<file path="src/rtl/wb_write_buffer.sv">
// rtl/wb_write_buffer.sv - write-back FIFO with registered register-file port and pending-write forwarding
module wb_write_buffer #(
    parameter int DEPTH = 4
) (
    input  logic                     clk,
    input  logic                     rst,
    input  logic                     in_valid,
    output logic                     in_ready,
    input  logic [3:0]               in_dest,
    input  logic [31:0]              in_data,
    input  logic                     wb_hold,
    output logic [3:0]               Dest_wb,
    output logic [31:0]              Result_WB,
    output logic                     writeBackEn,
    input  logic [3:0]               fwd_src1,
    input  logic [3:0]               fwd_src2,
    output logic                     fwd_hit1,
    output logic                     fwd_hit2,
    output logic [31:0]              fwd_data1,
    output logic [31:0]              fwd_data2,
    output logic [$clog2(DEPTH):0]   count,
    output logic                     pc_write_err
);

    localparam int AW = $clog2(DEPTH);
    localparam int CW = AW + 1;
    localparam logic [3:0] PC_IDX = 4'd15;

    logic [3:0]    dest_mem [DEPTH];
    logic [31:0]   data_mem [DEPTH];
    logic [AW-1:0] wr_ptr;
    logic [AW-1:0] rd_ptr;
    logic          push;
    logic          pop;

    assign in_ready = (count < CW'(DEPTH));
    assign push     = in_valid && in_ready;
    assign pop      = (count != '0) && !wb_hold;

    always_ff @(posedge clk) begin
        if (rst && push) begin
            dest_mem[wr_ptr] <= in_dest;
            data_mem[wr_ptr] <= in_data;
        end
    end

    always_ff @(posedge clk) begin
        if (!rst) begin
            wr_ptr       <= '0;
            rd_ptr       <= '0;
            count        <= '0;
            writeBackEn  <= 1'b0;
            Dest_wb      <= '0;
            Result_WB    <= '0;
            pc_write_err <= 1'b0;
        end else begin
            if (push) begin
                wr_ptr <= wr_ptr + AW'(1);
            end
            if (pop) begin
                rd_ptr <= rd_ptr + AW'(1);
            end
            case ({push, pop})
                2'b10:   count <= count + CW'(1);
                2'b01:   count <= count - CW'(1);
                default: count <= count;
            endcase
            // PC-targeted entries drain silently and leave the port untouched
            writeBackEn <= pop && (dest_mem[rd_ptr] != PC_IDX);
            if (pop && (dest_mem[rd_ptr] != PC_IDX)) begin
                Dest_wb   <= dest_mem[rd_ptr];
                Result_WB <= data_mem[rd_ptr];
            end
            if (push && (in_dest == PC_IDX)) begin
                pc_write_err <= 1'b1;
            end
        end
    end

    // Scan oldest to youngest so the last match (tail-most) wins
    function automatic logic [32:0] fwd_lookup(input logic [3:0] src);
        logic [32:0]   res;
        logic [AW-1:0] idx;
        res = '0;
        if (writeBackEn && (Dest_wb == src)) begin
            res = {1'b1, Result_WB};
        end
        for (int i = 0; i < DEPTH; i++) begin
            idx = rd_ptr + AW'(i);
            if ((CW'(i) < count) && (dest_mem[idx] == src)) begin
                res = {1'b1, data_mem[idx]};
            end
        end
        if (src == PC_IDX) begin
            res = '0;
        end
        return res;
    endfunction

    always_comb begin
        {fwd_hit1, fwd_data1} = fwd_lookup(fwd_src1);
        {fwd_hit2, fwd_data2} = fwd_lookup(fwd_src2);
    end

endmodule

</file>
<file path="config.mk">
export PLATFORM = sky130hd
export DESIGN_NAME = wb_write_buffer
export DESIGN_NICKNAME = d
export VERILOG_FILES = /design/src/rtl/wb_write_buffer.sv
export SDC_FILE = /design/constraint.sdc
export NUM_CORES = 1
export LEC_CHECK = 0
export BUFFER_PORTS_ARGS = -buffer_cell sky130_fd_sc_hd__clkbuf_2
export CAP_MARGIN = 20
export CORE_UTILIZATION = 30
export CTS_CLUSTER_SIZE = 12
export DETAILED_ROUTE_END_ITERATION = 16
export GPL_TIMING_DRIVEN = 0
export PLACE_DENSITY = 0.48
export RECOVER_POWER = 50
export SLEW_MARGIN = 40
export SYNTH_ARGS = -nofsm -noshare
export SYNTH_HDL_FRONTEND = slang
export SYNTH_SLANG_ARGS = --single-unit
</file>
<file path="constraint.sdc">
create_clock -name clk -period 2.55 [get_ports clk]
set_clock_uncertainty 0.2 [all_clocks]
set_input_delay 0.1275 -clock clk [delete_from_list [all_inputs] [get_ports clk]]
set_output_delay 0.1275 -clock clk [all_outputs]
set_load 0.005 [all_outputs]
</file>
* Word level (Yosys, flattened, before mapping) *
Memory sizes are Yosys's and may differ from the RTL's. A register that Yosys moved wholly into a read port is not among the register bits.
Index checks and enable logic that the tools add are counted.

operators by class
  equality and inequality tests = 16
  multiplexer cells = 19
  reductions and logical operators = 18
  magnitude comparators = 5
  add/sub/neg operators = 6

operators with widths
  kind                 number
  $mux 33              12
  $eq 4x4->1           10
  $logic_and 1x1->1    15
  $eq 4x4->1 const B   3
  $mux 2               4
  $lt 1x3->1 const A   2
  $lt 2x3->1 const A   2
  $pmux 3 s2           1
  $add 2x1->2 const B  2
  $add 2x2->2 const B  2
  $ne 4x4->1 const B   1
  $add 3x1->3 const B  1
  $lt 3x3->1 const B   1
  $reduce_bool 3->1    1
  $sub 3x1->3 const B  1
  $eq 2x1->1 const B   1
  $eq 2x2->1 const B   1
  $mux 1               2
  $reduce_bool 2->1    1
  $logic_not 1->1      1

storage, ports and cells
  word-level logic and storage cells = 73
  bits in writable memories = 144
  output and inout bits = 108
  flip-flop bits (word level) = 45
  memories kept = 2
  input bits = 48

memories
  name      depth  width  read ports  clocked after Yosys merged registers in  wr ports  line  RTL
  data_mem  4      32     4           1                                        1         30    logic [31:0] data_mem [DEPTH];
  dest_mem  4      4      4           1                                        1         29    logic [3:0] dest_mem [DEPTH];

* Logic depth before layout (Yosys ltp) *
Gate-level depths: netlist of the first run.

  depth after elaboration = 8
  depth in mapped cells = 11

* Least setup slack after synthesis of the first run *
Ideal clock, no wire load.

  path kind = register to output
  start = register count[1]
  end = output port fwd_data1[31]
  stages on the path, launching flop included = 12
  buffers on the path = 3
  slack = -0.131 ns
  data arrival time = 2.353 ns
  path through = dfxtp_1 > clkbuf_1 > inv_1 > ha_1 > o21bai_1 > a211oi_1 > o211ai_1 > or2_1 > clkbuf_1 > clkbuf_1 > o221a_2 > a211oi_2

between the ends
  word-level cells in the longest chain between the ends = 7
  elaborated cells between the ends (all ways) = 13

RTL lines
  element                   line  RTL
  start: declaration        21    output logic [$clog2(DEPTH):0] count,
  start signal: assignment  64    2'b10: count <= count + CW'(1);
  start signal: assignment  65    2'b01: count <= count - CW'(1);
  start signal: assignment  66    default: count <= count;
  $lt 1x3->1                90    if ((CW'(i) < count) && (dest_mem[idx] == src)) begin
  $logic_and 1x1->1         90
  $mux 33 (3 in a row)      90
  $mux 33 (*)               90
  $mux 33 (*)               94    if (src == PC_IDX) begin
  end: declaration          19    output logic [31:0] fwd_data1,

Mark *: on every way between the ends. The rest lies on a longest branch, timed or not.

* Final worst setup path of the first run *
  start = register rd_ptr[0]
  end = output port fwd_data1[12]

between the ends
  word-level cells in the longest chain between the ends = 8
  elaborated cells between the ends (all ways) = 15

RTL lines
  element                   line  RTL
  start: declaration        32    logic [AW-1:0] rd_ptr;
  start signal: assignment  61    rd_ptr <= rd_ptr + AW'(1);
  $add 2x1->2               89    idx = rd_ptr + AW'(i);
  $mem_v2 4x4               -
  $eq 4x4->1                90
  $logic_and 1x1->1         90
  $mux 33 (2 in a row)      90
  $mux 33 (*)               90
  $mux 33 (*)               94

Marks and branches as above.

==> results of run 1 <==
[worst max-delay path: stages (launching register included)]
cell and delay, ps:
dfxtp_4 390, buf_12 130, mux4_2 550, and3_1 240, o211ai_4 320, buf_4 180, buf_2 240, o32ai_1 150
o211a_4 170, a211oi_4 300, buf_2 180
[layer usage]
layer	wire [um]	part of all wire [%]
met5	0	0
met4	2064	3.2
met1	27660	42
met3	4917	7.5
met2	30500	47
[cells by family (layout without fill, tap and decap cells)]
family          Yosys count  after routing
mux                     210            210
buf+inv                 228            516
other cells               0              1
xor+xnor                 38             38
flops                   191            191
simple gates            197            197
compound gates          532            532
fa+ha+maj                 9              9
[area by class of cell]
class / instances / area, um2 / area share (%)
multi-input cells: 986 / 9786 / 48.96
flip-flops and latches: 191 / 5271 / 26.37
repair buffers: 262 / 1963 / 9.822
plain buffers: 153 / 1315 / 6.579
well taps: 664 / 830.8 / 4.157
clock buffers: 22 / 444.2 / 2.222
inverters: 69 / 259.0 / 1.296
clock inverters: 10 / 115.1 / 0.5759
diodes: 1 / 2.502 / 0.01252
[flip-flops by register name, summed over array words and instances, names as in the netlist, named ones only]
register / count
writeBackEn: 1
Result_WB: 32
Dest_wb: 4
pc_write_err: 1
count: 3
dest_mem: 16
data_mem: 128
wr_ptr: 2
rd_ptr: 2
[metrics by stage]
| stage | hold WS [ps] | power (W) | worst slack (ps) | instance area [um2] |
|---|---|---|---|---|
| floorplan | 26.37 | 0.008598 | -48.91 | 15240 |
| global placement | 145.6 | 0.01124 | -1194 | 16800 |
| detailed placement | 147.9 | 0.01132 | -1227 | 16920 |
| CTS | 14.70 | 0.01494 | -1084 | 19260 |
| global route | 30.05 | 0.01612 | -1192 | 19980 |
| finish | 37.72 | 0.01545 | -1115 | 19990 |
[power groups by stage]
stage	logic (W)	clock network [W]	registers (W)
finish	0.00873	0.00269	0.00404
global route	0.00917	0.00286	0.00408
CTS	0.00814	0.00276	0.00404
detailed placement	0.00722	0	0.00410
global placement	0.00714	0	0.00410
floorplan	0.00462	0	0.00398
[how the worst max path moves through the flow]
stage	start	end
finish	rd_ptr[0]	fwd_data1[12]
detailed placement	register	fwd_data2[29]
floorplan	rd_ptr[0]	fwd_data2[24]
global placement	register	fwd_data2[29]
CTS	rd_ptr[0]	fwd_data1[2]
global route	rd_ptr[0]	fwd_data1[14]
[cell usage after synthesis (3+ instances only)]
cell	number	area share, %
dfxtp_1	47	6.3
a2111oi_0	33	1.9
xnor2_1	21	1.2
ha_1	9	0.75
clkbuf_1	110	2.7
nand3_1	3	0.10
xor2_1	17	0.99
nor2_1	40	1.0
a21bo_2	31	2.1
a31o_2	32	1.9
and3_1	8	0.33
o21a_1	64	3.2
a211oi_2	32	2.7
mux2i_1	67	4.5
buf_2	30	1.0
nand2_1	108	2.7
o32ai_1	31	1.8
nand4_1	4	0.17
o221a_2	33	2.5
o211a_1	65	4.3
or2_1	4	0.17
buf_6	7	0.52
nor2b_1	3	0.12
buf_1	8	0.20
inv_1	69	1.7
mux2_2	64	4.8
o21ai_0	37	1.2
mux4_2	78	12
nor3_1	5	0.17
and2_1	8	0.33
a22oi_1	31	1.5
a21oi_1	66	2.2
or3_1	4	0.17
edfxtp_1	144	29
buf_4	4	0.20
o21ai_1	28	0.93
a21boi_0	35	1.7
[what timing repair did]
action / CTS / global route
hold endpoints to repair: 181 / 0
hold buffers: 38 / 0
resized for setup: 267 / 148
pin swaps: 43 / 34
buffers inserted: 40 / 20
endpoints found under the setup margin: 103 / 97
cloned: 6 / 7
==> impl_metrics.yaml, run 1 <==
grt:
  grt_overflow: 0
  grt_busiest_layer: "met2"
  gr-usage-all-layers_pct: 25.29
  use_met1_pct: 33.51
  grt_pass1_vias: 13600
  grtUsageMet3_pct: 5.451
  use_met2_pct: 40.42
  antenna_found_initial: 0
  grt_max_degree: 25
  grt_pass1_wl_mm: 93.04
floorplan:
  die-area_um2: 51050
  num_io_pins: 156
  start_util_pct: 30.55
  die_h_um: 225.9
  coreArea_um2: 49250
  rows: 81
  dieWidth_um: 225.9
logic_synthesis:
  syn_inst: 1405
  synth_cell_types: 56
  synth_xor_area_share_pct: 2.212
  yosys.area_share.adder_pct: 0.7484
  synth-simple-area-share_pct: 5.838
  synth_compound_area_share_pct: 28.72
  yosysWarnings: 0
  seq_area_frac_synth_pct: 34.99
  ys_seq_elements: 191
  avgSynthCellArea_um2: 10.71
  synth_edf_count: 144
  syn_nets: 1462
  ys.flop_type: "edfxtp_1"
  synth_top_family_by_area: "compound AO/OA/AOI/OAI gates"
  syn-cell-area_um2: 15050
  async_flop_share_pct: 0
  synthMuxAreaShare_pct: 21.10
outcome:
  status: "complete, but fails checks"
  violations: "setup timing"
final_layout:
  fin_nets: 1737
  num-fill-cells: 4837
  final_util_pct: 40.58
  final_cells: 2358
  final_common_cell: "edfxtp_1"
  final_cell_mix: "edfxtp_1, nand2_1, clkbuf_1"
  drive_gt1_share_pct: 40.93
  area_growth_pct: 32.84
worst_setup_path:
  critPathCaptureType: "output pin"
  reg2regPathDepth: 9
  path_max_fanout: 10
  setup.worst_path.class: "reg -> out"
  arrival_ps: 3340
  rrSetupSlack_ps: 50
  critical_path_required_ps: 2220
  reg2reg_to: "Result_WB[9]"
  worst_setup_path_start_kind: "register"
clock_tree:
  clockBufferDepth: 2
  cts_tree: "done"
  clock_latency_ps: 500
  cts_made_buffers: 17
  root_buffer: "clkbuf_16"
  clk_pin_slew_ps: 70
  cts_htree_levels: 4
  cts.sinks: 191
power:
  powerDensity_nw_per_um2: 773.2
  leakage_nw: 7.319
  ir_drop_mv: 0.7937
  pwr-share-clk_pct: 17.4
  p_seq_share_pct: 26.2
  pwr-share-comb_pct: 56.5
  switchingPower_w: 0.006741
  p_sw_share_pct: 43.62
  internal_power_w: 0.008712
hold_path:
  hold_path_end: "Result_WB[16]"
  hold_class: "in -> reg"
  worstHoldStart: "rst"
  worstHoldPathCells: 2
timing:
  post-route-period-util_pct: 143.7
  worstMarginPinSlew_ps: 852.7
  rsz0062_at_grt: "yes"
  layout_min_cycle_time_ps: 3665
  max_slew_margin_pct: 43.15
  fin_ws_ps: -1115
  final_hold_viol_count: 0
  max_freq_ghz: 0.2728
  finalSetupTns_ps: -66330
  slew_violations: 0
  setup_viol: 66
detailed_routing:
  drt_iter0_drc: 1122
  avgViaCountPerCell: 5.870
  antenna_left: 0
  wl_mm: 65.14
  remaining_drc_errors: 0
  routed-via-count: 13840
  dr.pass1.iters: 7
  wl_per_cell_um: 27.62
placed_design:
  dp.cells: 2220
  dp_hpwl_mm: 44.80
  portBuffers: 146
  gp_congestion: 0.8767
job:
  maxCapViolCount: 0
Note: power is estimated with default switching activity, not from simulation.
==> inputs of run 2 (changes only) <==
--- a/config.mk
+++ b/config.mk
@@ -10,6 +10,7 @@
 export CORE_UTILIZATION = 30
 export CTS_CLUSTER_SIZE = 12
 export DETAILED_ROUTE_END_ITERATION = 16
+export GPL_ROUTABILITY_DRIVEN = 0
 export GPL_TIMING_DRIVEN = 0
 export PLACE_DENSITY = 0.48
 export RECOVER_POWER = 50
==> constraint.sdc (replaced) <==
create_clock -name clk -period 3.2 [get_ports clk]
set_clock_uncertainty 0.2 [all_clocks]
set_input_delay 0.16 -clock clk [delete_from_list [all_inputs] [get_ports clk]]
set_output_delay 0.16 -clock clk [all_outputs]
set_load 0.005 [all_outputs]
==> run 2 against run 1 <==
The flow still finishes with violations (setup timing). Hold slack better by 40 ps. Die area unchanged. Flip-flop and latch count unchanged. Non-clock buffer count down 14. Setup slack better by 640 ps. Via count up 0.95%. First-iteration DRC count up 25%. Combinational power down 22%. Core utilization down 0.18 points. Critical path type unchanged. Critical endpoint is now fwd_data1[29].
==> impl_metrics.yaml, run 2 (synthesis gave the netlist of run 1 again) <==
outcome:
  status: "complete, but fails checks"
  violations: "setup timing"
hold_path:
  worstHoldStart: "rst"
  worstHoldPathCells: 2
  hold_path_end: "Result_WB[12]"
  hold_class: "in -> reg"
worst_setup_path:
  critPathCaptureType: "output pin"
  reg2regPathDepth: 9
  worstPathCellList: "buf_12 -> mux4_2 -> and3_4 -> o211ai_4 -> buf_6 -> buf_4 -> clkbuf_8 -> o32ai_1 -> o211a_1 -> a211oi_4 -> buf_2"
  cpPeakStageDelay_ps: 570
  reg2reg_to: "Result_WB[9]"
  path_max_fanout: 10
  cp.buffers_inverters: 5
  crit_family: "compound AO/OA/AOI/OAI gates"
  worst_setup_path_start_kind: "register"
  setup.worst_path.class: "reg -> out"
  cp_slowest_cell: "mux4_2"
  critical_path_required_ps: 2840
  arrival_ps: 3310
  cp_num_cells: 11
  rrSetupSlack_ps: 260
timing:
  setup_viol: 66
  rsz0062_at_grt: "yes"
  slew_violations: 0
  layout_min_cycle_time_ps: 3671
  max_slew_margin_pct: 41.95
  worstMarginPinSlew_ps: 870.8
  fin_ws_ps: -470.9
  max_freq_ghz: 0.2724
  finalSetupTns_ps: -25400
  post-route-period-util_pct: 114.7
  final_hold_viol_count: 0
clock_tree:
  root_buffer: "clkbuf_16"
  clk_pin_slew_ps: 80
  cts_tree: "done"
  cts_made_buffers: 17
  clock_latency_ps: 510
  clockBufferDepth: 2
  cts_htree_levels: 4
  cts.sinks: 191
grt:
  grt_max_degree: 23
  grt_overflow: 0
  grt_pass1_vias: 13790
  gr-usage-all-layers_pct: 25.62
  antenna_found_initial: 2
  grt_pass1_wl_mm: 94.12
detailed_routing:
  dr.pass1.iters: 5
  drt_iter0_drc: 1401
  wl_per_cell_um: 27.77
  wl_mm: 65.08
  antenna_left: 0
  remaining_drc_errors: 0
  avgViaCountPerCell: 5.961
  routed-via-count: 13970
floorplan:
  coreArea_um2: 49250
  rows: 81
  dieWidth_um: 225.9
  die-area_um2: 51050
  start_util_pct: 30.55
  die_h_um: 225.9
  num_io_pins: 156
final_layout:
  final_cells: 2344
  largestRegisters: "data_mem x128, Result_WB x32, dest_mem x16"
  fin_nets: 1723
  final_util_pct: 40.40
  drive_gt1_share_pct: 42.11
  final_area_um2: 19900
  num-fill-cells: 4887
  final_cell_mix: "edfxtp_1, nand2_1, clkbuf_1"
  largest_reg_flops: 128
  seqCellArea_um2: 5271
  final_common_cell: "edfxtp_1"
  multiInputGateArea_um2: 9911
  area_growth_pct: 32.26
  top_register: "data_mem"
power:
  leakage_nw: 7.224
  powerDensity_nw_per_um2: 620.7
  ir_drop_mv: 0.5407
placed_design:
  dp.cells: 2220
  placed_area_um2: 16720
  post-place-ws_ps: -660.1
  portBuffers: 146
  dp_hpwl_mm: 44.37
job:
  maxCapViolCount: 0
## run 2: final cells by class
class                      instances  share of cell area [%]
antenna                            1                 0.01258
buffer                           151                   5.910
clock buffer                      17                   2.138
clock inverter                    15                  0.9243
inverter                          69                   1.302
multi-input combinational        986                   49.81
sequential                       191                   26.49
tap                              664                   4.175
timing repair buffer             250                   9.243
## run 2: where the power goes
part,total [W],internal (W),switching (W)
Combinational,0.00678,0.00270,0.00409
Clock,0.00233,0.00124,0.00109
Sequential,0.00324,0.00293,0.000307
## run 2: timing repair
item | in CTS | in global routing
hold buffers | 38 | 0
setup endpoints to repair | 73 | 86
pin swaps | 121 | 44
cloned | 7 | 3
buffers inserted | 49 | 3
gates resized for setup | 374 | 104
endpoints found under the hold margin | 173 | 0
## run 2: per-layer routing
layer	global-route usage, %	share of wire, %	routed length [um]	vias to the layer above
li1	-	-	-	6012
met1	34.51	42	27620	7094
met2	39.95	46	29940	720
met3	5.373	8.0	5185	147
met4	10.12	3.6	2334	0
met5	0	0	0	-
## run 2: worst max-delay path by stage
stage	startpoint	end	slack, ps
2_1_floorplan	count[1]	fwd_data1[31]	490
3_3_place_gp	count[1]	fwd_data1[18]	-600
3_5_place_dp	count[1]	fwd_data1[18]	-660
4_1_cts	rd_ptr[0]	fwd_data1[18]	-520
5_1_grt	rd_ptr[1]	fwd_data1[18]	-550
6_report	rd_ptr[0]	fwd_data1[29]	-470
## run 2: per-stage QoR
stage	power, W	hold slack, ps
5_1_grt	0.01286	66.66
4_1_cts	0.01213	15.08
3_3_place_gp	0.008846	179.9
2_1_floorplan	0.006749	58.87
3_5_place_dp	0.008905	183.4
6_report	0.01235	77.56
